--- config.mk ---
export PLATFORM = sky130hd
export DESIGN_NAME = program_loader
export DESIGN_NICKNAME = d
export VERILOG_FILES = /design/src/rtl/program_loader.sv
export SDC_FILE = /design/constraint.sdc
export NUM_CORES = 1
export LEC_CHECK = 0
export CORE_ASPECT_RATIO = 0.9
export CORE_MARGIN = 10
export CORE_UTILIZATION = 45
export CTS_CLUSTER_SIZE = 20
export DETAILED_ROUTE_END_ITERATION = 10
export PLACE_DENSITY = 0.7
export SLEW_MARGIN = 20
export SYNTH_ARGS = -nofsm -noshare
export SYNTH_HDL_FRONTEND = slang
export SYNTH_SLANG_ARGS = --single-unit
--- constraint.sdc ---
create_clock -name clk -period 5.2 [get_ports clk]
set_input_delay 0.78 -clock clk [delete_from_list [all_inputs] [get_ports clk]]
set_output_delay 0.78 -clock clk [all_outputs]
set_load 0.005 [all_outputs]
--- src/rtl/program_loader.sv ---
`default_nettype none
// +--------------------------------------------------------------------------+
// | Module   : program_loader                                                |
// | Purpose  : Streams a program image through a small prefetch FIFO into    |
// |            the CPU RAM, then releases the CPU from reset.                |
// | Options  : LOADER_CHECKSUM_EN adds a trailing mod-256 checksum byte.     |
// | Revision : 1.0 - initial release                                         |
// +--------------------------------------------------------------------------+
module program_loader #(
    parameter int MEM_DEPTH      = 16,
    parameter int FIFO_DEPTH     = 2,
    parameter int RESTART_CYCLES = 2
) (
    input  logic                         clk,
    input  logic                         resetn,
    input  logic                         start,
    input  logic                         abort,
    input  logic [7:0]                   data_in,
    input  logic                         data_valid,
    output logic                         data_ready,
    input  logic                         read_ui_in,
    input  logic                         done_load,
    output logic                         programming,
    output logic                         cpu_resetn,
    output logic [7:0]                   bus_data,
    output logic                         bus_oe,
    output logic [$clog2(MEM_DEPTH)-1:0] load_addr,
    output logic                         running,
    output logic                         error
);
    localparam int c_ADDR_W = $clog2(MEM_DEPTH);
    localparam int c_PTR_W  = $clog2(FIFO_DEPTH);
`ifdef LOADER_CHECKSUM_EN
    localparam int c_ACC_LIMIT = MEM_DEPTH + 1;
`else
    localparam int c_ACC_LIMIT = MEM_DEPTH;
`endif
    localparam int c_ACC_W = $clog2(c_ACC_LIMIT + 1);
    localparam int c_RST_W = $clog2(RESTART_CYCLES + 1);

    localparam logic [c_ACC_W-1:0]  c_ACC_MAX   = c_ACC_W'(c_ACC_LIMIT);
    localparam logic [c_ADDR_W-1:0] c_LAST_ADDR = c_ADDR_W'(MEM_DEPTH - 1);
    localparam logic [c_PTR_W:0]    c_FIFO_FULL = (c_PTR_W + 1)'(FIFO_DEPTH);
    localparam logic [c_RST_W-1:0]  c_RST_LAST  = c_RST_W'(RESTART_CYCLES - 1);

    typedef enum logic [2:0] {
        S_IDLE     = 3'd0,
        S_PREFETCH = 3'd1,
        S_LOAD     = 3'd2,
        S_RESTART  = 3'd3,
        S_RUN      = 3'd4,
        S_ERROR    = 3'd5
    } state_t;

    state_t               r_state;
    state_t               w_state_nxt;
    logic [7:0]           r_fifo_mem [FIFO_DEPTH];
    logic [c_PTR_W-1:0]   r_wr_ptr;
    logic [c_PTR_W-1:0]   r_rd_ptr;
    logic [c_PTR_W:0]     r_count;
    logic [c_ACC_W-1:0]   r_accepted;
    logic [c_ADDR_W-1:0]  r_load_addr;
    logic [c_RST_W-1:0]   r_rst_cnt;
    logic                 r_programming;
    logic                 r_cpu_resetn;

    logic w_fifo_full, w_fifo_empty, w_push, w_pop, w_pop_data, w_pop_cks;
    logic w_last_word, w_underrun, w_flush, w_cks_wait;
    logic [7:0] w_head;

`ifdef LOADER_CHECKSUM_EN
    logic [7:0] r_sum;
    logic       r_cks_wait;
    logic       w_cks_ok;
    assign w_cks_wait = r_cks_wait;
    assign w_pop_cks  = (r_state == S_LOAD) && r_cks_wait && !w_fifo_empty;
    assign w_cks_ok   = (w_head == r_sum);
`else
    assign w_cks_wait = 1'b0;
    assign w_pop_cks  = 1'b0;
`endif

    assign w_head       = r_fifo_mem[r_rd_ptr];
    assign w_fifo_full  = (r_count == c_FIFO_FULL);
    assign w_fifo_empty = (r_count == '0);
    assign data_ready   = ((r_state == S_PREFETCH) || (r_state == S_LOAD)) &&
                          !w_fifo_full && (r_accepted < c_ACC_MAX);
    assign w_push       = data_valid && data_ready;
    // A word request against an empty FIFO is fatal; the byte is never counted.
    assign w_underrun   = (r_state == S_LOAD) && read_ui_in && w_fifo_empty && !w_cks_wait;
    assign w_pop_data   = (r_state == S_LOAD) && done_load && !w_fifo_empty && !w_cks_wait;
    assign w_last_word  = w_pop_data && (r_load_addr == c_LAST_ADDR);
    assign w_pop        = w_pop_data || w_pop_cks;
    assign w_flush      = (w_state_nxt == S_IDLE && r_state != S_IDLE) ||
                          (w_state_nxt == S_PREFETCH && r_state != S_PREFETCH);

    assign programming = r_programming;
    assign cpu_resetn  = r_cpu_resetn;
    assign bus_data    = w_head;
    assign bus_oe      = read_ui_in && (r_state == S_LOAD) && !w_cks_wait;
    assign load_addr   = r_load_addr;
    assign running     = (r_state == S_RUN);
    assign error       = (r_state == S_ERROR);

    always_comb begin
        w_state_nxt = r_state;
        if (abort) begin
            w_state_nxt = S_IDLE;
        end else begin
            case (r_state)
                S_IDLE, S_RUN, S_ERROR: begin
                    if (start) w_state_nxt = S_PREFETCH;
                end
                S_PREFETCH: begin
                    if (w_fifo_full || r_accepted == c_ACC_MAX) w_state_nxt = S_LOAD;
                end
                S_LOAD: begin
                    if (w_underrun) begin
                        w_state_nxt = S_ERROR;
`ifdef LOADER_CHECKSUM_EN
                    end else if (w_pop_cks) begin
                        w_state_nxt = w_cks_ok ? S_RESTART : S_ERROR;
`else
                    end else if (w_last_word) begin
                        w_state_nxt = S_RESTART;
`endif
                    end
                end
                S_RESTART: begin
                    if (r_rst_cnt == c_RST_LAST) w_state_nxt = S_RUN;
                end
                default: w_state_nxt = S_IDLE;
            endcase
        end
    end

    always_ff @(posedge clk or negedge resetn) begin
        if (!resetn) begin
            r_state       <= S_IDLE;
            r_wr_ptr      <= '0;
            r_rd_ptr      <= '0;
            r_count       <= '0;
            r_accepted    <= '0;
            r_load_addr   <= '0;
            r_rst_cnt     <= '0;
            r_programming <= 1'b0;
            r_cpu_resetn  <= 1'b0;
            for (int i = 0; i < FIFO_DEPTH; i++) r_fifo_mem[i] <= '0;
        end else begin
            r_state <= w_state_nxt;
            // Registered from the next state so both controls are glitch-free.
            r_programming <= (w_state_nxt == S_LOAD);
            r_cpu_resetn  <= (w_state_nxt == S_LOAD) || (w_state_nxt == S_RUN);
            r_rst_cnt     <= (r_state == S_RESTART) ? r_rst_cnt + 1'b1 : '0;
            if (w_flush) begin
                r_wr_ptr    <= '0;
                r_rd_ptr    <= '0;
                r_count     <= '0;
                r_accepted  <= '0;
                r_load_addr <= '0;
            end else begin
                if (w_push) begin
                    r_fifo_mem[r_wr_ptr] <= data_in;
                    r_wr_ptr             <= r_wr_ptr + 1'b1;
                    r_accepted           <= r_accepted + 1'b1;
                end
                if (w_pop) r_rd_ptr <= r_rd_ptr + 1'b1;
                case ({w_push, w_pop})
                    2'b10:   r_count <= r_count + 1'b1;
                    2'b01:   r_count <= r_count - 1'b1;
                    default: r_count <= r_count;
                endcase
                if (w_pop_data && !w_last_word) r_load_addr <= r_load_addr + 1'b1;
            end
        end
    end

`ifdef LOADER_CHECKSUM_EN
    always_ff @(posedge clk or negedge resetn) begin
        if (!resetn) begin
            r_sum      <= '0;
            r_cks_wait <= 1'b0;
        end else if (w_flush) begin
            r_sum      <= '0;
            r_cks_wait <= 1'b0;
        end else begin
            if (w_pop_data)  r_sum      <= r_sum + w_head;
            if (w_last_word) r_cks_wait <= 1'b1;
            if (w_pop_cks)   r_cks_wait <= 1'b0;
        end
    end
`endif

endmodule
`default_nettype wire

# Yosys cells after proc, flatten, opt, wreduce, memory -nomap -nowiden
# Index checks and enable logic that the tools add are counted.
[word_totals]
output_inout_bits = 18
ff_bits = 36
in_bits = 15
wordCells = 93
[op_classes]
eq_ne = 15
n_reduce_logical = 29
magnitude_cmp = 4
add_sub_neg = 7
n_mux = 24
n_bitwise = 3
[ops]
columns = ["cell", "count"]
rows = [
  ["2-to-1 mux 8 bit", 4],
  ["2-to-1 mux 3 bit", 6],
  ["bitwise mux 16 bit", 1],
  ["logical AND 1 bit", 12],
  ["case mux 3 bit (4 select lines)", 1],
  ["2-to-1 mux 5 bit", 2],
  ["== test 3 x 2 -> 1 bit (second input constant)", 3],
  ["== test 3 bit (second input constant)", 3],
  ["demux 8 bit (select 1 bit)", 1],
  ["2-to-1 mux 4 bit", 2],
  ["== test 3 x 1 -> 1 bit (second input constant)", 2],
  ["zero test 3 bit", 2],
  ["nonzero test 2 bit", 3],
  ["nonzero test 3 bit", 2],
  ["adder 5 x 1 -> 5 bit (second input constant)", 1],
  ["== test 5 bit (second input constant)", 1],
  ["< comparator 5 bit (second input constant)", 1],
  ["adder 2 x 1 -> 2 bit (second input constant)", 2],
  ["adder 4 x 1 -> 4 bit (second input constant)", 1],
  ["== test 2 x 1 -> 1 bit (second input constant)", 2],
  ["== test 2 bit (second input constant)", 2],
  ["== test 4 bit (second input constant)", 1],
  [">= comparator 2 bit (second input constant)", 2],
  ["logical OR 1 bit", 4],
  ["13 further kinds", 21],
]

# Longest topological paths before layout
# Gate-level depths: netlist of the first run.
[depth]
word_depth = 13
ltp_mapped = 8
ltp_nobuf = 7

# Worst setup path before layout of the first run
# No wires, ideal clock.
[synth_timing]
kind = "in2reg"
startpoint = "input port read_ui_in"
endpoint = "register r_accepted[4]"
cell_stages = 6
arrival_time_ns = 2.024
path_buffers = 1
setup_time_ns = 0.121
slack_ns = 3.055
cell_sequence = "nor4b_1 > o21ai_0 > a31oi_4 > mux2i_1 > buf_6 > nor2_1"
[synth_between]
elab_chain_cells = 9
elab_cells_between_ends = 12
classes_between = "1 x eq/ne; 4 x mux; 7 x reduce/logical"
[synth_rtl]
columns = ["element", "line", "text"]
rows = [
  ["from (decl)", "21", "input logic read_ui_in,"],
  ["logical AND 1 bit (*) (2 in a row)", "90", "assign w_underrun = (r_state == S_LOAD) && read_ui_in && w_fifo_empty && !w_cks_wait;"],
  ["2-to-1 mux 3 bit (*)", "118", "if (w_underrun) begin"],
  ["case mux 3 bit (4 select lines) (*)", "110", "case (r_state)"],
  ["2-to-1 mux 3 bit (*)", "107", "if (abort) begin"],
  ["named net w_state_nxt[0]", "56", "state_t w_state_nxt;"],
  ["== test 3 x 1 -> 1 bit or zero test 3 bit (tied branches)", "95, 94", ""],
  ["logical AND 1 bit (on tied branches)", "95, 94", ""],
  ["logical OR 1 bit (*)", "94", "assign w_flush = (w_state_nxt == S_IDLE && r_state != S_IDLE) ||"],
  ["2-to-1 mux 5 bit or nonzero test 2 bit (tied branches)", "n/a", ""],
  ["to (signal assigned)", "165", "r_accepted <= r_accepted + 1'b1;"],
  ["to (decl)", "61", "logic [c_ACC_W-1:0] r_accepted;"],
]
# The timed path passes the listed nets; every way through them passes the cells marked *.
# A chain may end at the register's enable or synchronous reset.

# Worst setup path after layout of the first run
[layout_timing]
startpoint = "input port read_ui_in"
endpoint = "register r_load_addr[3] (netlist: load_addr[3])"
[layout_between]
elab_chain_cells = 9
elab_cells_between_ends = 12
classes_between = "1 x eq/ne; 4 x mux; 7 x reduce/logical"
[layout_rtl]
columns = ["element", "line", "text"]
rows = [
  ["logical AND 1 bit (*) (2 in a row)", "90", ""],
  ["2-to-1 mux 3 bit (*)", "118", ""],
  ["case mux 3 bit (4 select lines) (*)", "110", ""],
  ["2-to-1 mux 3 bit (*)", "107", ""],
  ["named net w_state_nxt[0]", "56", ""],
  ["== test 3 x 1 -> 1 bit or zero test 3 bit (tied branches)", "95, 94", ""],
  ["logical AND 1 bit (on tied branches)", "95, 94", ""],
  ["logical OR 1 bit (*)", "94", ""],
  ["2-to-1 mux 4 bit or nonzero test 2 bit (tied branches)", "n/a", ""],
  ["to (signal assigned)", "173", "if (w_pop_data && !w_last_word) r_load_addr <= r_load_addr + 1'b1;"],
  ["to (decl)", "62", "logic [c_ADDR_W-1:0] r_load_addr;"],
]
# Marks and branches as above.

==> results.py, run 1 <==
metrics = {
    "synth": {
        "muxShareOfSynthArea_pct": 16.2,
        "synth_top_family_by_area": "simple AND/OR/NAND/NOR gates",
        "synth_top_area_share_pct": 48.5,
        "async_reset_ff_share_pct": 100,
        "synthCells": 164,
        "synth_xor_area_share_pct": 4.72,
        "synth_edf_count": 0,
        "syn_nets": 183,
        "yosys_most_used_dff": "dfrtp_1",
        "synth_most_common_cell": "dfrtp_1",
        "ys_ff_latch": 36,
        "ys_seq_area_share_pct": 48.5,
        "synth_fa_ha_area_share_pct": 2.70,
        "netlist_area_mm2": 0.00186,
        "avgSynthCellArea_um2": 11.3,
        "ys_warn_count": 0,
        "ys_top_cells_by_area": "dfrtp_1 (49%), mux2_2 (15%), nor2_1 (3.8%)",
        "synth-simple-area-share_pct": 16.8,
        "synth_commonest_cells": "dfrtp_1 (36), mux2_2 (24), nor2_1 (19)",
        "synth-compound-area-share_pct": 8.15,
        "synth_top_area_cell": "dfrtp_1",
        "yosysUniqueCellTypes": 39,
    },
    "clock_tree": {
        "max-clock-path-buffers": 2,
        "clk_root_buffer_cell": "clkbuf_8",
        "cts_tree": "yes",
        "cts_hold_buf": 0,
        "cts_resized": 0,
        "post_cts_buffers": 0,
        "cts-htree-levels": 2,
        "cts_made_buffers": 5,
        "clock_latency_ns": 0.27,
        "path_clk_slew_ns": 0.07,
        "clkSinkCount": 36,
    },
    "grt": {
        "grt.total_usage_pct": 11.2,
        "first_global_vias": 1365,
        "gr-total-overflow": 0,
        "grt_max_degree": 37,
        "antenna_found_initial": 0,
        "grt_pass1_wl_um": 6370,
    },
    "route": {
        "drtAntennaViolNets": 0,
        "first_pass_iters": 5,
        "wire_per_inst_um": 15.7,
        "vias": 1335,
        "drt_iter0_drc": 76,
        "drc": 0,
        "wl_um": 3850,
        "viasPerCell": 5.43,
    },
    "timing": {
        "final.setup.tns_ns": 0,
        "clock_skew_ns": 0.00270,
        "drv_slew": 0,
        "setup_viol": 0,
        "fin_ws_ns": 2.24,
        "fin_crit_sh_pct": 56.9,
        "slew_headroom_pct": 34.9,
        "min_period_ns": 2.96,
        "fmax_mhz": 338,
        "hold_viol": 0,
        "grt_setup_unrepaired": "false",
        "tightest_slew_ns": 0.949,
    },
    "min_path": {
        "hp-class": "reg2reg",
        "holdPathStages": 1,
        "holdPathEnd": "r_rst_cnt[0]",
        "min_from": "r_rst_cnt[0]",
    },
    "placed_design": {
        "dp_cells": 238,
        "portBuffers": 32,
        "dpl.hpwl_um": 2870,
        "dp_slack_ns": 1.95,
        "place_congestion": 0.775,
    },
    "critical_path": {
        "path_class": "in2reg",
        "ff2ff_path_depth": 5,
        "crit_chain": "clkdlybuf4s50_1, nor4b_1, o21ai_0, a31oi_4, mux2i_1, nor2_1",
        "rrSetupSlack_ns": 2.44,
        "cp.required_ns": 5.32,
        "cpPeakStageDelay_ns": 0.81,
        "critPathLaunchType": "input pin",
        "worstPathMaxFanout": 13,
        "rr_endpoint": "load_addr[3]",
        "worst_setup_path_end_kind": "flop",
        "arrival_ns": 3.08,
        "slowest_stage": "mux2i_1",
        "timing.rr.start": "r_state[1]",
    },
    "power": {
        "ir_drop_uv": 180,
        "total_leakage_power_nw": 0.990,
        "p_total_mw": 0.792,
        "power_density_mw_per_mm2": 344,
    },
    "finish": {
        "final_util_pct": 57.3,
        "instances_no_fill": 246,
        "layout-drive-gt1-share_pct": 18.7,
        "nFillCells": 344,
        "num-nets-final": 216,
        "num_antenna_cells": 0,
        "syn_to_final_growth_pct": 24.1,
    },
    "die": {
        "floorplan.initialDensity_pct": 46.2,
        "rows": 22,
        "fp.dieW_um": 87.7,
        "die_h_um": 80.9,
        "io_pins": 33,
        "die-area_mm2": 0.00710,
        "core_area_mm2": 0.00402,
    },
    "status": {
        "status": "completed",
    },
    "run": {
        "maxCapViolations": 0,
    },
}
## worst max-delay path by stage
stage / startpoint / end / slack, ns / cells past startpoint
after floorplan: read_ui_in / r_accepted[4] / 3.05 / 6
after global placement: read_ui_in / load_addr[2] / 2.09 / 6
after detailed placement: read_ui_in / load_addr[3] / 1.95 / 6
after CTS: read_ui_in / load_addr[3] / 2.25 / 6
after global routing: read_ui_in / r_accepted[3] / 1.94 / 6
final: read_ui_in / load_addr[3] / 2.24 / 6
## per-stage QoR
| stage | area [um2] | hold slack [ns] |
|---|---|---|
| detailed placement | 2210 | 0.435 |
| finish | 2300 | 0.442 |
| CTS | 2300 | 0.441 |
| global placement | 2210 | 0.421 |
| global route | 2300 | 0.471 |
| floorplan | 1860 | 0.408 |
## worst max-delay path, delay by kind of cell
kind | cells | cell delay (ns)
mux | 1 | 0.81
buf+inv | 1 | 0.48
compound gates | 2 | 0.50
simple gates | 2 | 0.50
## cells in the final DEF (no fill, tap or decap), drive strengths merged, types with 3 or more instances in the layout
master	instances
xor2	5
nor3	4
mux2	24
a21oi	4
mux2i	3
inv	4
clkdlybuf4s50	32
o21ai	3
clkbuf	8
nor2	19
nor3b	3
ha	4
xnor2	5
nand2	7
dfrtp	36
a21boi	3
and2	3
nor2b	3
## area by class of cell
cell class | count | area, um2 | area share, %
Timing Repair Buffer | 34 | 335 | 14.6
Sequential cell | 36 | 901 | 39.1
Inverter | 4 | 15.0 | 0.652
Clock buffer | 8 | 90.1 | 3.91
Tap cell | 48 | 60.1 | 2.61
Multi-Input combinational cell | 116 | 902 | 39.2
## cells by family (layout without fill, tap and decap cells)
group,after synthesis,after routing
AOI/OAI and AO/OA,20,20
xor gates and xnor gates,10,10
adders and majority gates,4,4
buffers and inverters,12,46
DFF,36,36
muxes,27,27
and+or+nand+nor,55,55
## layer usage
layer  GRT usage, %  wire length, um  vias to the layer above
li1               -                -                      641
met1           12.5             1570                      663
met2           18.8             2020                       29
met3           5.10              252                        2
met4           3.18                8                        0
met5              0                0                        -
## power breakdown
part | internal, mW | leakage, nW | switching, mW | total, mW
registers | 0.343 | 0.478 | 0.0379 | 0.381
clock network | 0.108 | 0.0455 | 0.0889 | 0.197
logic | 0.141 | 0.467 | 0.0738 | 0.215
total | 0.592 | 0.990 | 0.201 | 0.792
## sequential cells by signal (all words and copies together), names as in the netlist
signal	flops
r_fifo_mem	16
r_accepted	5
load_addr	4
r_state	3
r_count	2
r_rst_cnt	2
cpu_resetn	1
programming	1
r_rd_ptr	1
r_wr_ptr	1
No activity file was read; power rests on OpenSTA's default activity.
==> inputs of run 2 (changes only) <==
--- a/config.mk
+++ b/config.mk
@@ -10,7 +10,7 @@
 export CORE_UTILIZATION = 45
 export CTS_CLUSTER_SIZE = 20
 export DETAILED_ROUTE_END_ITERATION = 10
-export PLACE_DENSITY = 0.7
+export PLACE_DENSITY = 0.73
 export SLEW_MARGIN = 20
 export SYNTH_ARGS = -nofsm -noshare
 export SYNTH_HDL_FRONTEND = slang
==> constraint.sdc (replaced) <==
create_clock -name clk -period 2.68 [get_ports clk]
set_input_delay 0.402 -clock clk [delete_from_list [all_inputs] [get_ports clk]]
set_output_delay 0.402 -clock clk [all_outputs]
set_load 0.005 [all_outputs]
==> run 2 against run 1 <==
  * Worst setup slack worse by 1.9 ns
  * Clock power is 100% higher
  * Critical path depth stayed put
  * Routed wire length is 4.4% higher
  * Critical path type is now reg2reg
==> results.py, run 2 (same netlist as run 1, synthesis figures left out) <==
metrics = {
    "finish": {
        "largest_reg_flops": 16,
        "instances_no_fill": 248,
        "final_common_cell": "dfrtp_1",
        "num-nets-final": 218,
        "final_area_mm2": 0.00232,
        "syn_to_final_growth_pct": 25.1,
        "layout-drive-gt1-share_pct": 20.0,
        "num_antenna_cells": 0,
        "final_cell_mix": "dfrtp_1 (36), clkdlybuf4s50_1 (32), mux2_2 (24), nor2_1 (19), nand2_1 (7)",
        "largest-register": "r_fifo_mem",
    },
    "min_path": {
        "hp-class": "reg2reg",
        "holdPathStages": 1,
    },
    "clock_tree": {
        "cts_made_buffers": 5,
        "cts-htree-levels": 2,
        "clk_root_buffer_cell": "clkbuf_8",
        "cts_resized": 0,
        "post_cts_buffers": 0,
        "clock_latency_ns": 0.28,
        "cts_hold_buf": 0,
        "path_clk_slew_ns": 0.07,
        "clkSinkCount": 36,
        "max-clock-path-buffers": 2,
        "cts_tree": "yes",
    },
    "route": {
        "viasPerCell": 5.36,
        "drt_iter0_drc": 107,
        "first_pass_iters": 4,
        "drtAntennaViolNets": 0,
        "wire_per_inst_um": 16.2,
        "wl_um": 4020,
        "vias": 1329,
        "drc": 0,
    },
    "die": {
        "floorplan.initialDensity_pct": 46.2,
        "fp.dieW_um": 87.7,
        "die-area_mm2": 0.00710,
        "core_area_mm2": 0.00402,
        "rows": 22,
        "die_h_um": 80.9,
        "io_pins": 33,
    },
    "grt": {
        "grt.total_usage_pct": 11.8,
        "gr-total-overflow": 0,
        "grt_pass1_wl_um": 6780,
        "antenna_found_initial": 0,
        "grt_max_degree": 37,
        "first_global_vias": 1394,
    },
    "critical_path": {
        "worstPathMaxFanout": 16,
        "cp_top_family": "simple AND/OR/NAND/NOR gates",
        "critPathLaunchType": "flop",
        "worst_setup_path_end_kind": "flop",
        "arrival_ns": 2.46,
        "path_buf_inv": 1,
        "ff2ff_path_depth": 6,
        "slowest_stage": "dfrtp_1",
        "path_common_cell": "or3b_4",
        "cpPeakStageDelay_ns": 0.64,
        "path_class": "reg2reg",
        "cp.required_ns": 2.83,
        "cp.depth": 6,
        "crit_chain": "or3b_4, or3b_4, a31oi_4, mux2i_1, buf_4, a211oi_1",
    },
    "timing": {
        "tightest_slew_ns": 0.616,
        "setup_viol": 0,
        "fin_crit_sh_pct": 86.2,
        "clock_skew_ns": 0.0111,
        "hold_viol": 0,
        "fmax_mhz": 433,
        "drv_slew": 0,
        "min_period_ns": 2.31,
        "final.setup.tns_ns": 0,
        "fin_hold_ws_ns": 0.435,
        "slew_headroom_pct": 58.4,
        "grt_setup_unrepaired": "false",
    },
    "power": {
        "ir_drop_uv": 367,
        "total_leakage_power_nw": 1.00,
        "power_density_mw_per_mm2": 672,
    },
    "placed_design": {
        "portBuffers": 32,
        "dpl.hpwl_um": 3010,
        "dp_cells": 240,
        "post_dp_cell_area_mm2": 0.00223,
        "place_congestion": 0.824,
    },
    "status": {
        "status": "completed",
    },
    "run": {
        "maxCapViolations": 0,
    },
}
## run 2: changes by cell type in the layout (fill, tap and decap cells not counted)
cell / change
clkinvlp_4: +1
clkbuf_1: -1
buf_4: +2
## run 2: where the power goes
part           internal, mW  total [mW]  switching [mW]
logic                 0.278       0.427           0.149
clock network         0.209       0.394           0.186
registers             0.665       0.739          0.0745
total                  1.15        1.56           0.409
## run 2: final cells by class
| type | count | area, um2 |
|---|---|---|
| fill | 332 | 1700 |
| multi-input combinational | 116 | 902 |
| sequential | 36 | 901 |
| timing repair buffer | 36 | 350 |
| clock buffer | 7 | 86.3 |
| tap | 48 | 60.1 |
| inverter | 4 | 15.0 |
| clock inverter | 1 | 7.51 |
## run 2: through the flow
stage	setup WS (ns)	power [mW]	util [%]
after floorplan	0.586	0.972	-
after global placement	0.400	1.15	55.4
after detailed placement	0.342	1.18	55.4
after CTS	0.399	1.58	57.8
after global routing	0.248	1.66	57.8
final	0.371	1.56	57.8
## run 2: path summary, 6_finish.rpt
check                        startpoint             to  slack (ns)
setup / recovery             r_state[1]     r_count[0]        0.37
hold / removal             r_rst_cnt[0]   r_rst_cnt[0]        0.43
setup reg to reg             r_state[1]     r_count[0]        0.37
hold reg to reg            r_rst_cnt[0]   r_rst_cnt[0]        0.43
max in group asynchronous        resetn  r_fifo_mem[5]        1.80
min in group asynchronous        resetn  r_accepted[1]        0.54
## run 2: metal layers
layer	part of all wire (%)	wire, um	global-route usage [%]	vias up
li1	-	-	-	642
met1	44	1750	14.4	658
met2	51	2030	19.6	25
met3	4.7	187	3.70	4
met4	1.1	45	3.18	0
met5	0	0	0	-
